## src/rtl/fpu_req_arbiter_pkg.sv

```systemverilog
// Shared types for the FPU request arbiter: op/rounding encodings, flag positions, FSM states.
package fpu_req_arbiter_pkg;

  localparam int unsigned OP_W   = 8;
  localparam int unsigned RM_W   = 2;
  localparam int unsigned FLAG_W = 5;

  typedef enum logic [OP_W-1:0] {
    OP_ADD = 8'h80,
    OP_SUB = 8'h81,
    OP_MUL = 8'h82,
    OP_DIV = 8'h83
  } op_t;

  typedef enum logic [RM_W-1:0] {
    RM_NEAREST = 2'd0,
    RM_TO_ZERO = 2'd1,
    RM_TO_INFP = 2'd2,
    RM_TO_INFM = 2'd3
  } rmode_t;

  // Exception flag bit positions within the 5-bit flag field
  localparam int unsigned FLAG_NX = 0;
  localparam int unsigned FLAG_UF = 1;
  localparam int unsigned FLAG_OF = 2;
  localparam int unsigned FLAG_DZ = 3;
  localparam int unsigned FLAG_NV = 4;

  typedef enum logic [1:0] {
    ST_IDLE  = 2'd0,
    ST_ISSUE = 2'd1,
    ST_WAIT  = 2'd2,
    ST_RESP  = 2'd3
  } state_t;

  typedef struct packed {
    logic [OP_W-1:0] op;
    logic [RM_W-1:0] rmode;
  } fpu_cmd_t;

  typedef struct packed {
    logic              err;
    logic [FLAG_W-1:0] flags;
  } rsp_meta_t;

  function automatic logic is_legal_op(input logic [OP_W-1:0] op);
    case (op)
      OP_ADD, OP_SUB, OP_MUL, OP_DIV: return 1'b1;
      default:                        return 1'b0;
    endcase
  endfunction

endpackage

```

## src/rtl/fpu_req_arbiter_if.sv

```systemverilog
// Bundle of requester, FPU and response signals around the FPU request arbiter.
interface fpu_req_arbiter_if
  import fpu_req_arbiter_pkg::*;
#(
  parameter int unsigned N_REQ = 4,
  parameter int unsigned W     = 32
);
  localparam int unsigned IDW = $clog2(N_REQ);

  logic [N_REQ-1:0]      req_valid_i;
  logic [N_REQ-1:0]      req_ready_o;
  logic [N_REQ*OP_W-1:0] req_op_i;
  logic [N_REQ*RM_W-1:0] req_rmode_i;
  logic [N_REQ*W-1:0]    req_opa_i;
  logic [N_REQ*W-1:0]    req_opb_i;

  logic                  fpu_start_o;
  logic [OP_W-1:0]       fpu_op_o;
  logic [RM_W-1:0]       fpu_rmode_o;
  logic [W-1:0]          fpu_opa_o;
  logic [W-1:0]          fpu_opb_o;
  logic                  fpu_done_i;
  logic [W-1:0]          fpu_result_i;
  logic [FLAG_W-1:0]     fpu_flags_i;
  logic                  fpu_flush_o;

  logic                  rsp_valid_o;
  logic                  rsp_ready_i;
  logic [IDW-1:0]        rsp_id_o;
  logic [W-1:0]          rsp_result_o;
  logic [FLAG_W-1:0]     rsp_flags_o;
  logic                  rsp_err_o;

  // Arbiter side
  modport slave (
    input  req_valid_i, req_op_i, req_rmode_i, req_opa_i, req_opb_i,
    input  fpu_done_i, fpu_result_i, fpu_flags_i, rsp_ready_i,
    output req_ready_o, fpu_start_o, fpu_op_o, fpu_rmode_o, fpu_opa_o, fpu_opb_o,
    output fpu_flush_o, rsp_valid_o, rsp_id_o, rsp_result_o, rsp_flags_o, rsp_err_o
  );

  // Requesters, FPU and response consumer side
  modport master (
    output req_valid_i, req_op_i, req_rmode_i, req_opa_i, req_opb_i,
    output fpu_done_i, fpu_result_i, fpu_flags_i, rsp_ready_i,
    input  req_ready_o, fpu_start_o, fpu_op_o, fpu_rmode_o, fpu_opa_o, fpu_opb_o,
    input  fpu_flush_o, rsp_valid_o, rsp_id_o, rsp_result_o, rsp_flags_o, rsp_err_o
  );

endinterface

```

## src/rtl/fpu_req_arbiter_rr_arbiter.sv

```systemverilog
// Round-robin arbiter: first requester at or above the pointer wins, pointer moves past the winner on accept.
module fpu_req_arbiter_rr_arbiter #(
  parameter int unsigned N_REQ = 4
) (
  input  logic                     clk,
  input  logic                     rst_n,
  input  logic [N_REQ-1:0]         req,
  input  logic                     accept,
  output logic [N_REQ-1:0]         grant_c,
  output logic [$clog2(N_REQ)-1:0] grant_id_c
);

  localparam int unsigned IDW = $clog2(N_REQ);
  localparam int unsigned SW  = IDW + 1;

  logic [IDW-1:0] ptr_q;
  logic [SW-1:0]  probe;
  logic [IDW-1:0] idx;
  logic           found;

  // Search ptr, ptr+1, ... with modulo-N_REQ wrap so non power-of-2 counts work
  always_comb begin
    grant_c    = '0;
    grant_id_c = '0;
    found      = 1'b0;
    probe      = '0;
    idx        = '0;
    for (int unsigned k = 0; k < N_REQ; k++) begin
      probe = SW'(ptr_q) + SW'(k);
      if (probe >= SW'(N_REQ)) probe = probe - SW'(N_REQ);
      idx = IDW'(probe);
      if (!found && req[idx]) begin
        found        = 1'b1;
        grant_c[idx] = 1'b1;
        grant_id_c   = idx;
      end
    end
  end

  always_ff @(posedge clk or negedge rst_n) begin
    if (!rst_n) begin
      ptr_q <= '0;
    end else if (accept) begin
      ptr_q <= (grant_id_c == IDW'(N_REQ - 1)) ? '0 : grant_id_c + IDW'(1);
    end
  end

endmodule

```

## src/rtl/fpu_req_arbiter.sv

```systemverilog
// Shares one FPU between N_REQ requesters, one op in flight, results tagged with requester ID.
// Define FPU_TIMEOUT_EN to enable the WAIT-state watchdog (flush + error response).
module fpu_req_arbiter
  import fpu_req_arbiter_pkg::*;
#(
  parameter int unsigned N_REQ       = 4,
  parameter int unsigned W           = 32,
  parameter int unsigned TIMEOUT_CYC = 64
) (
  input logic              clk,
  input logic              rst_n,
  fpu_req_arbiter_if.slave bus
);

  localparam int unsigned IDW = $clog2(N_REQ);

  if (N_REQ < 2 || TIMEOUT_CYC < 1) begin : g_cfg_check
    $error("fpu_req_arbiter: needs N_REQ >= 2 and TIMEOUT_CYC >= 1");
  end

  state_t           state_q;
  state_t           next_state;

  logic [N_REQ-1:0] grant_c;
  logic [IDW-1:0]   grant_id_c;
  logic             accept_c;
  logic             legal_c;
  logic             done_hit_c;
  logic             expire_c;
  logic             timeout_c;

  fpu_cmd_t         sel_cmd_c;
  logic [W-1:0]     sel_opa_c;
  logic [W-1:0]     sel_opb_c;

  fpu_cmd_t         cmd_q;
  logic [W-1:0]     opa_q;
  logic [W-1:0]     opb_q;
  logic             fpu_start_q;
  logic             rsp_valid_q;
  logic [IDW-1:0]   rsp_id_q;
  logic [W-1:0]     rsp_result_q;
  rsp_meta_t        rsp_meta_q;

  fpu_req_arbiter_rr_arbiter #(
    .N_REQ (N_REQ)
  ) u_rr (
    .clk        (clk),
    .rst_n      (rst_n),
    .req        (bus.req_valid_i),
    .accept     (accept_c),
    .grant_c    (grant_c),
    .grant_id_c (grant_id_c)
  );

  // Payload of the granted requester (grant is one-hot, so an OR-mux suffices)
  always_comb begin
    sel_cmd_c = '0;
    sel_opa_c = '0;
    sel_opb_c = '0;
    for (int unsigned i = 0; i < N_REQ; i++) begin
      if (grant_c[i]) begin
        sel_cmd_c.op    = bus.req_op_i[i*OP_W +: OP_W];
        sel_cmd_c.rmode = bus.req_rmode_i[i*RM_W +: RM_W];
        sel_opa_c       = bus.req_opa_i[i*W +: W];
        sel_opb_c       = bus.req_opb_i[i*W +: W];
      end
    end
  end

  assign legal_c         = is_legal_op(sel_cmd_c.op);
  assign bus.req_ready_o = (state_q == ST_IDLE) ? grant_c : '0;

`ifdef FPU_TIMEOUT_EN
  localparam int unsigned CW = $clog2(TIMEOUT_CYC + 1);

  logic [CW-1:0] wait_cnt_q;
  logic          flush_q;

  // Counts completed WAIT cycles; expiry is the TIMEOUT_CYC-th WAIT cycle without done
  always_ff @(posedge clk or negedge rst_n) begin
    if (!rst_n) begin
      wait_cnt_q <= '0;
      flush_q    <= 1'b0;
    end else begin
      wait_cnt_q <= (state_q == ST_WAIT) ? wait_cnt_q + CW'(1) : '0;
      flush_q    <= expire_c;
    end
  end

  assign timeout_c       = (state_q == ST_WAIT) && (wait_cnt_q == CW'(TIMEOUT_CYC - 1));
  assign bus.fpu_flush_o = flush_q;
`else
  assign timeout_c       = 1'b0;
  assign bus.fpu_flush_o = 1'b0;
`endif

  always_ff @(posedge clk or negedge rst_n) begin
    if (!rst_n) state_q <= ST_IDLE;
    else        state_q <= next_state;
  end

  // Next state; a done in the expiry cycle takes priority over the watchdog
  always_comb begin
    next_state = state_q;
    accept_c   = 1'b0;
    done_hit_c = 1'b0;
    expire_c   = 1'b0;
    case (state_q)
      ST_IDLE: begin
        if (|bus.req_valid_i) begin
          accept_c   = 1'b1;
          next_state = legal_c ? ST_ISSUE : ST_RESP;
        end
      end
      ST_ISSUE: next_state = ST_WAIT;
      ST_WAIT: begin
        if (bus.fpu_done_i) begin
          done_hit_c = 1'b1;
          next_state = ST_RESP;
        end else if (timeout_c) begin
          expire_c   = 1'b1;
          next_state = ST_RESP;
        end
      end
      ST_RESP: begin
        if (bus.rsp_ready_i) next_state = ST_IDLE;
      end
      default: next_state = ST_IDLE;
    endcase
  end

  always_ff @(posedge clk or negedge rst_n) begin
    if (!rst_n) begin
      cmd_q        <= '0;
      opa_q        <= '0;
      opb_q        <= '0;
      fpu_start_q  <= 1'b0;
      rsp_valid_q  <= 1'b0;
      rsp_id_q     <= '0;
      rsp_result_q <= '0;
      rsp_meta_q   <= '0;
    end else begin
      fpu_start_q <= (next_state == ST_ISSUE);
      rsp_valid_q <= (next_state == ST_RESP);
      if (accept_c) begin
        rsp_id_q <= grant_id_c;
        // Illegal ops never reach the FPU, so its operand registers keep their last values
        if (legal_c) begin
          cmd_q <= sel_cmd_c;
          opa_q <= sel_opa_c;
          opb_q <= sel_opb_c;
        end else begin
          rsp_result_q <= '0;
          rsp_meta_q   <= '{err: 1'b1, flags: FLAG_W'(0)};
        end
      end
      if (done_hit_c) begin
        rsp_result_q <= bus.fpu_result_i;
        rsp_meta_q   <= '{err: 1'b0, flags: bus.fpu_flags_i};
      end
      if (expire_c) begin
        rsp_result_q <= '0;
        rsp_meta_q   <= '{err: 1'b1, flags: FLAG_W'(0)};
      end
    end
  end

  assign bus.fpu_start_o  = fpu_start_q;
  assign bus.fpu_op_o     = cmd_q.op;
  assign bus.fpu_rmode_o  = cmd_q.rmode;
  assign bus.fpu_opa_o    = opa_q;
  assign bus.fpu_opb_o    = opb_q;
  assign bus.rsp_valid_o  = rsp_valid_q;
  assign bus.rsp_id_o     = rsp_id_q;
  assign bus.rsp_result_o = rsp_result_q;
  assign bus.rsp_flags_o  = rsp_meta_q.flags;
  assign bus.rsp_err_o    = rsp_meta_q.err;

endmodule

```

## src/flat_wrapper.sv

```systemverilog
// flat-port wrapper written by rule: the top's interface ports become plain ports
module fpu_req_arbiter_flat import fpu_req_arbiter_pkg::*;
#(
  parameter int unsigned N_REQ       = 4,
  parameter int unsigned W           = 32,
  parameter int unsigned TIMEOUT_CYC = 64
)
  (clk, rst_n, bus_req_valid_i, bus_req_op_i, bus_req_rmode_i, bus_req_opa_i, bus_req_opb_i, bus_fpu_done_i, bus_fpu_result_i, bus_fpu_flags_i, bus_rsp_ready_i, bus_req_ready_o, bus_fpu_start_o, bus_fpu_op_o, bus_fpu_rmode_o, bus_fpu_opa_o, bus_fpu_opb_o, bus_fpu_flush_o, bus_rsp_valid_o, bus_rsp_id_o, bus_rsp_result_o, bus_rsp_flags_o, bus_rsp_err_o);
  fpu_req_arbiter_if #(.N_REQ(N_REQ), .W(W)) bus_i ();
  input logic clk;
  input logic rst_n;
  input wire logic [$bits(bus_i.req_valid_i)-1:0] bus_req_valid_i;
  input wire logic [$bits(bus_i.req_op_i)-1:0] bus_req_op_i;
  input wire logic [$bits(bus_i.req_rmode_i)-1:0] bus_req_rmode_i;
  input wire logic [$bits(bus_i.req_opa_i)-1:0] bus_req_opa_i;
  input wire logic [$bits(bus_i.req_opb_i)-1:0] bus_req_opb_i;
  input wire logic [$bits(bus_i.fpu_done_i)-1:0] bus_fpu_done_i;
  input wire logic [$bits(bus_i.fpu_result_i)-1:0] bus_fpu_result_i;
  input wire logic [$bits(bus_i.fpu_flags_i)-1:0] bus_fpu_flags_i;
  input wire logic [$bits(bus_i.rsp_ready_i)-1:0] bus_rsp_ready_i;
  output wire logic [$bits(bus_i.req_ready_o)-1:0] bus_req_ready_o;
  output wire logic [$bits(bus_i.fpu_start_o)-1:0] bus_fpu_start_o;
  output wire logic [$bits(bus_i.fpu_op_o)-1:0] bus_fpu_op_o;
  output wire logic [$bits(bus_i.fpu_rmode_o)-1:0] bus_fpu_rmode_o;
  output wire logic [$bits(bus_i.fpu_opa_o)-1:0] bus_fpu_opa_o;
  output wire logic [$bits(bus_i.fpu_opb_o)-1:0] bus_fpu_opb_o;
  output wire logic [$bits(bus_i.fpu_flush_o)-1:0] bus_fpu_flush_o;
  output wire logic [$bits(bus_i.rsp_valid_o)-1:0] bus_rsp_valid_o;
  output wire logic [$bits(bus_i.rsp_id_o)-1:0] bus_rsp_id_o;
  output wire logic [$bits(bus_i.rsp_result_o)-1:0] bus_rsp_result_o;
  output wire logic [$bits(bus_i.rsp_flags_o)-1:0] bus_rsp_flags_o;
  output wire logic [$bits(bus_i.rsp_err_o)-1:0] bus_rsp_err_o;
  assign bus_i.req_valid_i = bus_req_valid_i;
  assign bus_i.req_op_i = bus_req_op_i;
  assign bus_i.req_rmode_i = bus_req_rmode_i;
  assign bus_i.req_opa_i = bus_req_opa_i;
  assign bus_i.req_opb_i = bus_req_opb_i;
  assign bus_i.fpu_done_i = bus_fpu_done_i;
  assign bus_i.fpu_result_i = bus_fpu_result_i;
  assign bus_i.fpu_flags_i = bus_fpu_flags_i;
  assign bus_i.rsp_ready_i = bus_rsp_ready_i;
  assign bus_req_ready_o = bus_i.req_ready_o;
  assign bus_fpu_start_o = bus_i.fpu_start_o;
  assign bus_fpu_op_o = bus_i.fpu_op_o;
  assign bus_fpu_rmode_o = bus_i.fpu_rmode_o;
  assign bus_fpu_opa_o = bus_i.fpu_opa_o;
  assign bus_fpu_opb_o = bus_i.fpu_opb_o;
  assign bus_fpu_flush_o = bus_i.fpu_flush_o;
  assign bus_rsp_valid_o = bus_i.rsp_valid_o;
  assign bus_rsp_id_o = bus_i.rsp_id_o;
  assign bus_rsp_result_o = bus_i.rsp_result_o;
  assign bus_rsp_flags_o = bus_i.rsp_flags_o;
  assign bus_rsp_err_o = bus_i.rsp_err_o;
  fpu_req_arbiter #(.N_REQ(N_REQ), .W(W), .TIMEOUT_CYC(TIMEOUT_CYC)) u_core (.clk(clk), .rst_n(rst_n), .bus(bus_i));
endmodule
```

## config.mk

```make
export PLATFORM = sky130hd
export DESIGN_NAME = fpu_req_arbiter_flat
export DESIGN_NICKNAME = d
export VERILOG_FILES = /design/src/rtl/fpu_req_arbiter_pkg.sv /design/src/rtl/fpu_req_arbiter_if.sv /design/src/rtl/fpu_req_arbiter_rr_arbiter.sv /design/src/rtl/fpu_req_arbiter.sv /design/src/flat_wrapper.sv
export SDC_FILE = /design/constraint.sdc
export NUM_CORES = 1
export LEC_CHECK = 0
export CAP_MARGIN = 5
export CORE_AREA = 2 2 180 182
export DETAILED_ROUTE_END_ITERATION = 10
export DIE_AREA = 0 0 182 184
export GPL_TIMING_DRIVEN = 0
export HOLD_SLACK_MARGIN = 0.15
export PLACE_DENSITY_LB_ADDON = 0.12
export SLEW_MARGIN = 0
export SYNTH_ARGS = -nofsm -noshare
export SYNTH_HDL_FRONTEND = slang
export SYNTH_HIERARCHICAL = 1
export SYNTH_SLANG_ARGS = --single-unit
```

## constraint.sdc

```tcl
create_clock -name clk -period 5.2 [get_ports clk]
set_input_delay 1.3 -clock clk [delete_from_list [all_inputs] [get_ports clk]]
set_output_delay 1.3 -clock clk [all_outputs]
set_load 0.01 [all_outputs]
```

# Yosys cells after proc, flatten, opt, wreduce, memory -nomap -nowiden

Index checks and enable logic that the tools add are counted.
Widths: inputs -> output; s select.

Register bits: 120
Input bits: 341
Output and inout port bits: 121

Add/subtract/negate cells: 8
$lt $le $gt $ge: 12
Equality and inequality tests: 11
Mux-type cells: 61
Bitwise operators: 3
Reduce and logical (&&, ||, !) cells: 16

Operators by type and width:

| operator            | count |
|---|---|
| $mux 32             | 11 |
| $mux 10             | 4 |
| $eq 8x8->1 const B  | 4 |
| $mux 2              | 13 |
| $mux 4              | 5 |
| $mux 6              | 3 |
| $mux 1              | 16 |
| $lt 2x3->1 const B  | 4 |
| $or 4x4->4          | 3 |
| $ge 3x3->1 const B  | 3 |
| $bmux 1 s2          | 4 |
| $demux 1 s2         | 4 |
| $eq 2x2->1 const B  | 4 |
| $ge 2x1->1 const B  | 4 |
| $pmux 2 s4          | 1 |
| $reduce_or 4->1     | 2 |
| $sub 2x1->2 const B | 4 |
| $logic_and 1x1->1   | 7 |
| $add 2x2->3 const B | 2 |
| $eq 2x1->1 const B  | 2 |
| $reduce_and 2->1    | 2 |
| $add 2x1->3 const B | 1 |
| $ge 2x3->1 const B  | 1 |
| $logic_not 1->1     | 3 |
| other kinds (4)     | 4 |

# Depth between registers and ports, before layout

Depth in word-level cells: 25
Gate-level depth with buffers: 18

# Hierarchy

The synthesis kept the hierarchy.

Modules (own cells, without submodules):

| module                     | times used | cells each | area an instance (µm²) |
|---|---|---|---|
| fpu_req_arbiter            | 1          | 695        | 6795.3 |
| fpu_req_arbiter_rr_arbiter | 1          | 75         | 646.9 |

# Least setup slack after synthesis

OpenSTA, ideal clock, no wires.

Kind: input port to output port
From: in bus_req_valid_i[2]
To: out bus_req_ready_o[1]
Arrival time: 3.408 ns
Required time: 3.900 ns
Slack: 0.492 ns
Stages on the path: 9
Path through: buf_2 > mux4_2 > nor2b_4 > a22oi_1 > o21ai_1 > buf_6 > clkbuf_1 > buf_1 > and2_1

Longest elaborated chain between the ends: 13

Ends and longest elaborated chain:

| what                         | line                             | source |
|---|---|---|
| from (decl)                  | flat_wrapper.sv:12               | `input wire logic [$bits(bus_i.req_valid_i)-1:0] bus_req_valid_i;` |
| $bmux 1 s2                   | fpu_req_arbiter_rr_arbiter.sv:32 | `if (!found && req[idx]) begin` |
| $mux 1 (not written as such) | fpu_req_arbiter_rr_arbiter.sv:32 |  |
| $mux 1                       | fpu_req_arbiter_rr_arbiter.sv:32 |  |
| $logic_not 1->1              | fpu_req_arbiter_rr_arbiter.sv:32 |  |
| $logic_and 1x1->1            | fpu_req_arbiter_rr_arbiter.sv:32 |  |
| $mux 1                       | fpu_req_arbiter_rr_arbiter.sv:32 |  |
| $logic_not 1->1              | fpu_req_arbiter_rr_arbiter.sv:32 |  |
| $logic_and 1x1->1            | fpu_req_arbiter_rr_arbiter.sv:32 |  |
| $mux 1                       | fpu_req_arbiter_rr_arbiter.sv:32 |  |
| $logic_not 1->1              | fpu_req_arbiter_rr_arbiter.sv:32 |  |
| $logic_and 1x1->1            | fpu_req_arbiter_rr_arbiter.sv:32 |  |
| $mux 4 (*)                   | fpu_req_arbiter_rr_arbiter.sv:32 |  |
| named net u_core.grant_c[1]  | fpu_req_arbiter.sv:24            | `logic [N_REQ-1:0] grant_c;` |
| $mux 4 (*)                   | fpu_req_arbiter.sv:72            | `assign bus.req_ready_o = (state_q == ST_IDLE) ? grant_c : '0;` |
| to (decl)                    | flat_wrapper.sv:21               | `output wire logic [$bits(bus_i.req_ready_o)-1:0] bus_req_ready_o;` |

Mark *: on every way through the listed nets, which the timed path passes. The rest lies on a longest branch. The select of a mux whose other input is x is not followed.

# Worst setup path in the final report

From: in bus_req_valid_i[2]
To: out bus_req_ready_o[2]

The elaborated chain is that of the path after synthesis.

==> impl_metrics.json <==
{
  "cts.path.max_buffers": 2,
  "yosys_most_used_dff": "dfrtp_1",
  "detail_route.wl_per_cell_um": 20.81,
  "synth_commonest_cells": "nand2_1, dfrtp_1, nor2b_1",
  "drt-initial-drc-count": 288,
  "crit_path_frequent_cell": "buf_4",
  "yosys-top-cells-area": "dfrtp_1, mux2_4, a221oi_1, nand2_1, o31ai_1",
  "grt_pass1_vias": 8160,
  "grt_overflow": 0,
  "rrSetupSlack_ps": 490,
  "ys_async_sr_fraction_pct": 100.0,
  "nets": 1603,
  "path_cells": "clkdlybuf4s50_1 -> buf_2 -> mux4_2 -> buf_4 -> a22oi_1 -> o21ai_2 -> buf_4 -> clkbuf_16 -> and2_1 -> dlygate4sd2_1",
  "min_path_cells": 1,
  "core_um2": 31390,
  "ys_warn_count": 6,
  "ant_nets": 0,
  "via_per_inst": 4.697,
  "critPathCaptureType": "output port",
  "criticalPathCategory": "in -> out",
  "cts_made_buffers": 17,
  "postSynthCellCount": 770,
  "holdCritStartpoint": "u_core/bus.fpu_op_o[7]",
  "yosysMostFrequentCell": "nand2_1",
  "relSlewSlack_pct": 49.45,
  "antenna_found_initial": 4,
  "p_total_uw": 7361,
  "finalMaxSlewViolations": 0,
  "num_vias": 7863,
  "synth_top_area_share_pct": 40.35,
  "synth_seq_cells": 120,
  "cp_max_fo": 19,
  "dp_cells": 1633,
  "critical_path_buf_inv_count": 6,
  "cp.arrival_ps": 3760,
  "worst_ep_required_time_ps": 3900,
  "firstDrtPassIters": 4,
  "cellLeakagePower_uw": 0.005462,
  "initial_core_util_pct": 23.71,
  "cts_tree": "done",
  "irDropWorstVdd_mv": 0.2414,
  "hold_class": "reg -> reg",
  "syn2layout_area_growth_pct": 78.73,
  "tns_ps": 0,
  "io_buffer_count": 460,
  "grt_first_pass_wirelength_um": 49860,
  "cap_violations": 0,
  "hold_viol": 0,
  "wl_um": 34840,
  "p_per_area_nw_per_um2": 553.4,
  "dieArea_um2": 33490,
  "synth_top_cell_by_area": "dfrtp_1",
  "crit_path_start_kind": "input port",
  "ys_seq_area_share_pct": 40.35,
  "status": "finished, final reports clean",
  "utilization_pct": 42.37,
  "syn_area_per_cell_um2": 9.665,
  "synth_edf_count": 0,
  "setup_viol_count_final": 0,
  "period_share_pct": 97.30,
  "tightest_slew_ps": 751.8,
  "drive_above_1_share_pct": 12.61,
  "clkTransAtPathRegs_ps": 60,
  "reg2reg_to": "u_core/bus.fpu_opa_o[1]",
  "io_pins": 462,
  "grt.total_usage_pct": 19.91,
  "r2r_cells": 15,
  "htreeDepth": 4,
  "syn-num-nets": 1117,
  "grt_max_degree": 65,
  "nFillCells": 3150,
  "critical_path.slowest_cell": "mux4_2",
  "crit_family": "buffers and inverters",
  "gp_congestion": 0.8079,
  "die_x_um": 182,
  "synth.distinct_cells": 52,
  "fin_skew_ps": 14.13,
  "die_h_um": 184,
  "maxClockFrequency_mhz": 197.6,
  "drc": 0,
  "min_to": "u_core/bus.fpu_op_o[7]",
  "hpwl_um": 27820,
  "period_needed_ps": 5060,
  "netlist_area_um2": 7442,
  "cts_root_buf": "clkbuf_16",
  "final-instance-count-excl-fill": 1674,
  "rows": 65,
  "fin_hold_ws_ps": 467.9,
  "insertion_delay_ps": 420,
  "critPathMaxStageDelay_ps": 540,
  "cts_sinks": 120
}
## sequential cells by signal, indices dropped and copies added, names as in the netlist, named ones only
signal	flops
u_core/bus.rsp_valid_o	1
u_core/bus.fpu_op_o	8
u_core/bus.fpu_opb_o	32
u_core/state_q	2
u_core/bus.fpu_rmode_o	2
u_core/bus.fpu_start_o	1
u_core/bus.rsp_result_o	32
u_core/bus.rsp_id_o	2
u_core/bus.rsp_err_o	1
u_core/bus.rsp_flags_o	5
u_core/u_rr/ptr_q	1
u_core/bus.fpu_opa_o	32
## metrics by stage
| stage | setup slack, ps | area [µm²] |
|---|---|---|
| after CTS | 18.86 | 13260 |
| final | 140.4 | 13300 |
| after global routing | -6.263 | 13300 |
| after floorplan | 492.3 | 7442 |
| after global placement | -2467 | 12550 |
| after detailed placement | -1410 | 12580 |
## repair_timing
item                       in CTS  in global routing
buffers inserted                4                  5
resized for setup              26                  4
hold buffers                    0                  0
cloned                          0                  0
pin swaps                       1                  2
setup endpoints to repair       5                  4
## layout by cell type (no fill, tap or decap), types with 6 or more instances in the layout
master	count
a22oi_1	8
a21oi_1	6
o31ai_1	67
o21ai_0	38
inv_6	6
buf_4	13
buf_2	10
buf_6	8
dfrtp_1	120
ha_1	6
clkdlybuf4s50_1	456
mux2_4	43
mux2_2	28
clkbuf_1	45
clkbuf_16	18
nor2b_1	71
nand2_1	155
mux2i_1	6
and2_1	10
a221oi_1	68
inv_1	7
## worst register-to-register path: stages (launching register included)
cell	delay, ps
dfrtp_1	450
buf_6	180
buf_4	190
inv_1	140
ha_1	490
mux4_2	420
nor2b_4	190
a22oi_1	110
o21ai_2	180
buf_4	170
buf_4	120
clkbuf_1	560
clkbuf_2	440
a221oi_1	100
o31ai_1	640
mux2_2	280
## report_power, final
group / total, µW / leakage, µW / switching [µW] / internal, µW
Sequential: 1370 / 0.00158 / 158 / 1210
Clock: 1200 / 0.000278 / 521 / 679
Combinational: 4790 / 0.00360 / 2570 / 2220
## routing by layer
layer	share of wire [%]	wire length (µm)	GRT usage, %	vias up
met5	0	0	0	-
met4	1.8	638	5.903	0
met3	8.1	2812	6.280	28
met2	51	17680	35.98	305
met1	39	13700	22.43	3745
li1	-	-	-	3785
## cell families after synthesis
kind of cell | Yosys count | share of synthesized area (%)
DFF | 120 | 40.35
muxes | 80 | 14.63
buffers and inverters | 84 | 5.330
and+or+nand+nor | 268 | 17.43
other | 1 | 0.05039
adders and majority gates | 6 | 1.009
AOI/OAI and AO/OA | 211 | 21.20
## worst max-delay path by stage
stage,start,slack (ps),cells past startpoint,end
3_5_place_dp,bus_req_valid_i[3],-1410,11,bus_req_ready_o[1]
6_report,bus_req_valid_i[2],140,10,bus_req_ready_o[2]
5_1_grt,bus_req_valid_i[2],-6,11,bus_req_ready_o[3]
2_1_floorplan,bus_req_valid_i[2],490,9,bus_req_ready_o[1]
4_1_cts,bus_req_valid_i[2],20,11,bus_req_ready_o[3]
3_3_place_gp,rst_n,-2470,1,u_core/bus.fpu_opa_o[19]
## cell type report
class	count	area, µm²	area share, %
Tap cell	402	503.0	3.781
Buffer	74	427.9	3.217
Sequential cell	120	3003	22.58
Clock inverter	15	156.4	1.176
Antenna cell	3	7.507	0.05644
Timing Repair Buffer	470	4693	35.28
Multi-Input combinational cell	566	4059	30.51
Clock buffer	17	425.4	3.198
Inverter	7	26.28	0.1975
Note: power is estimated with default switching activity, not from simulation.
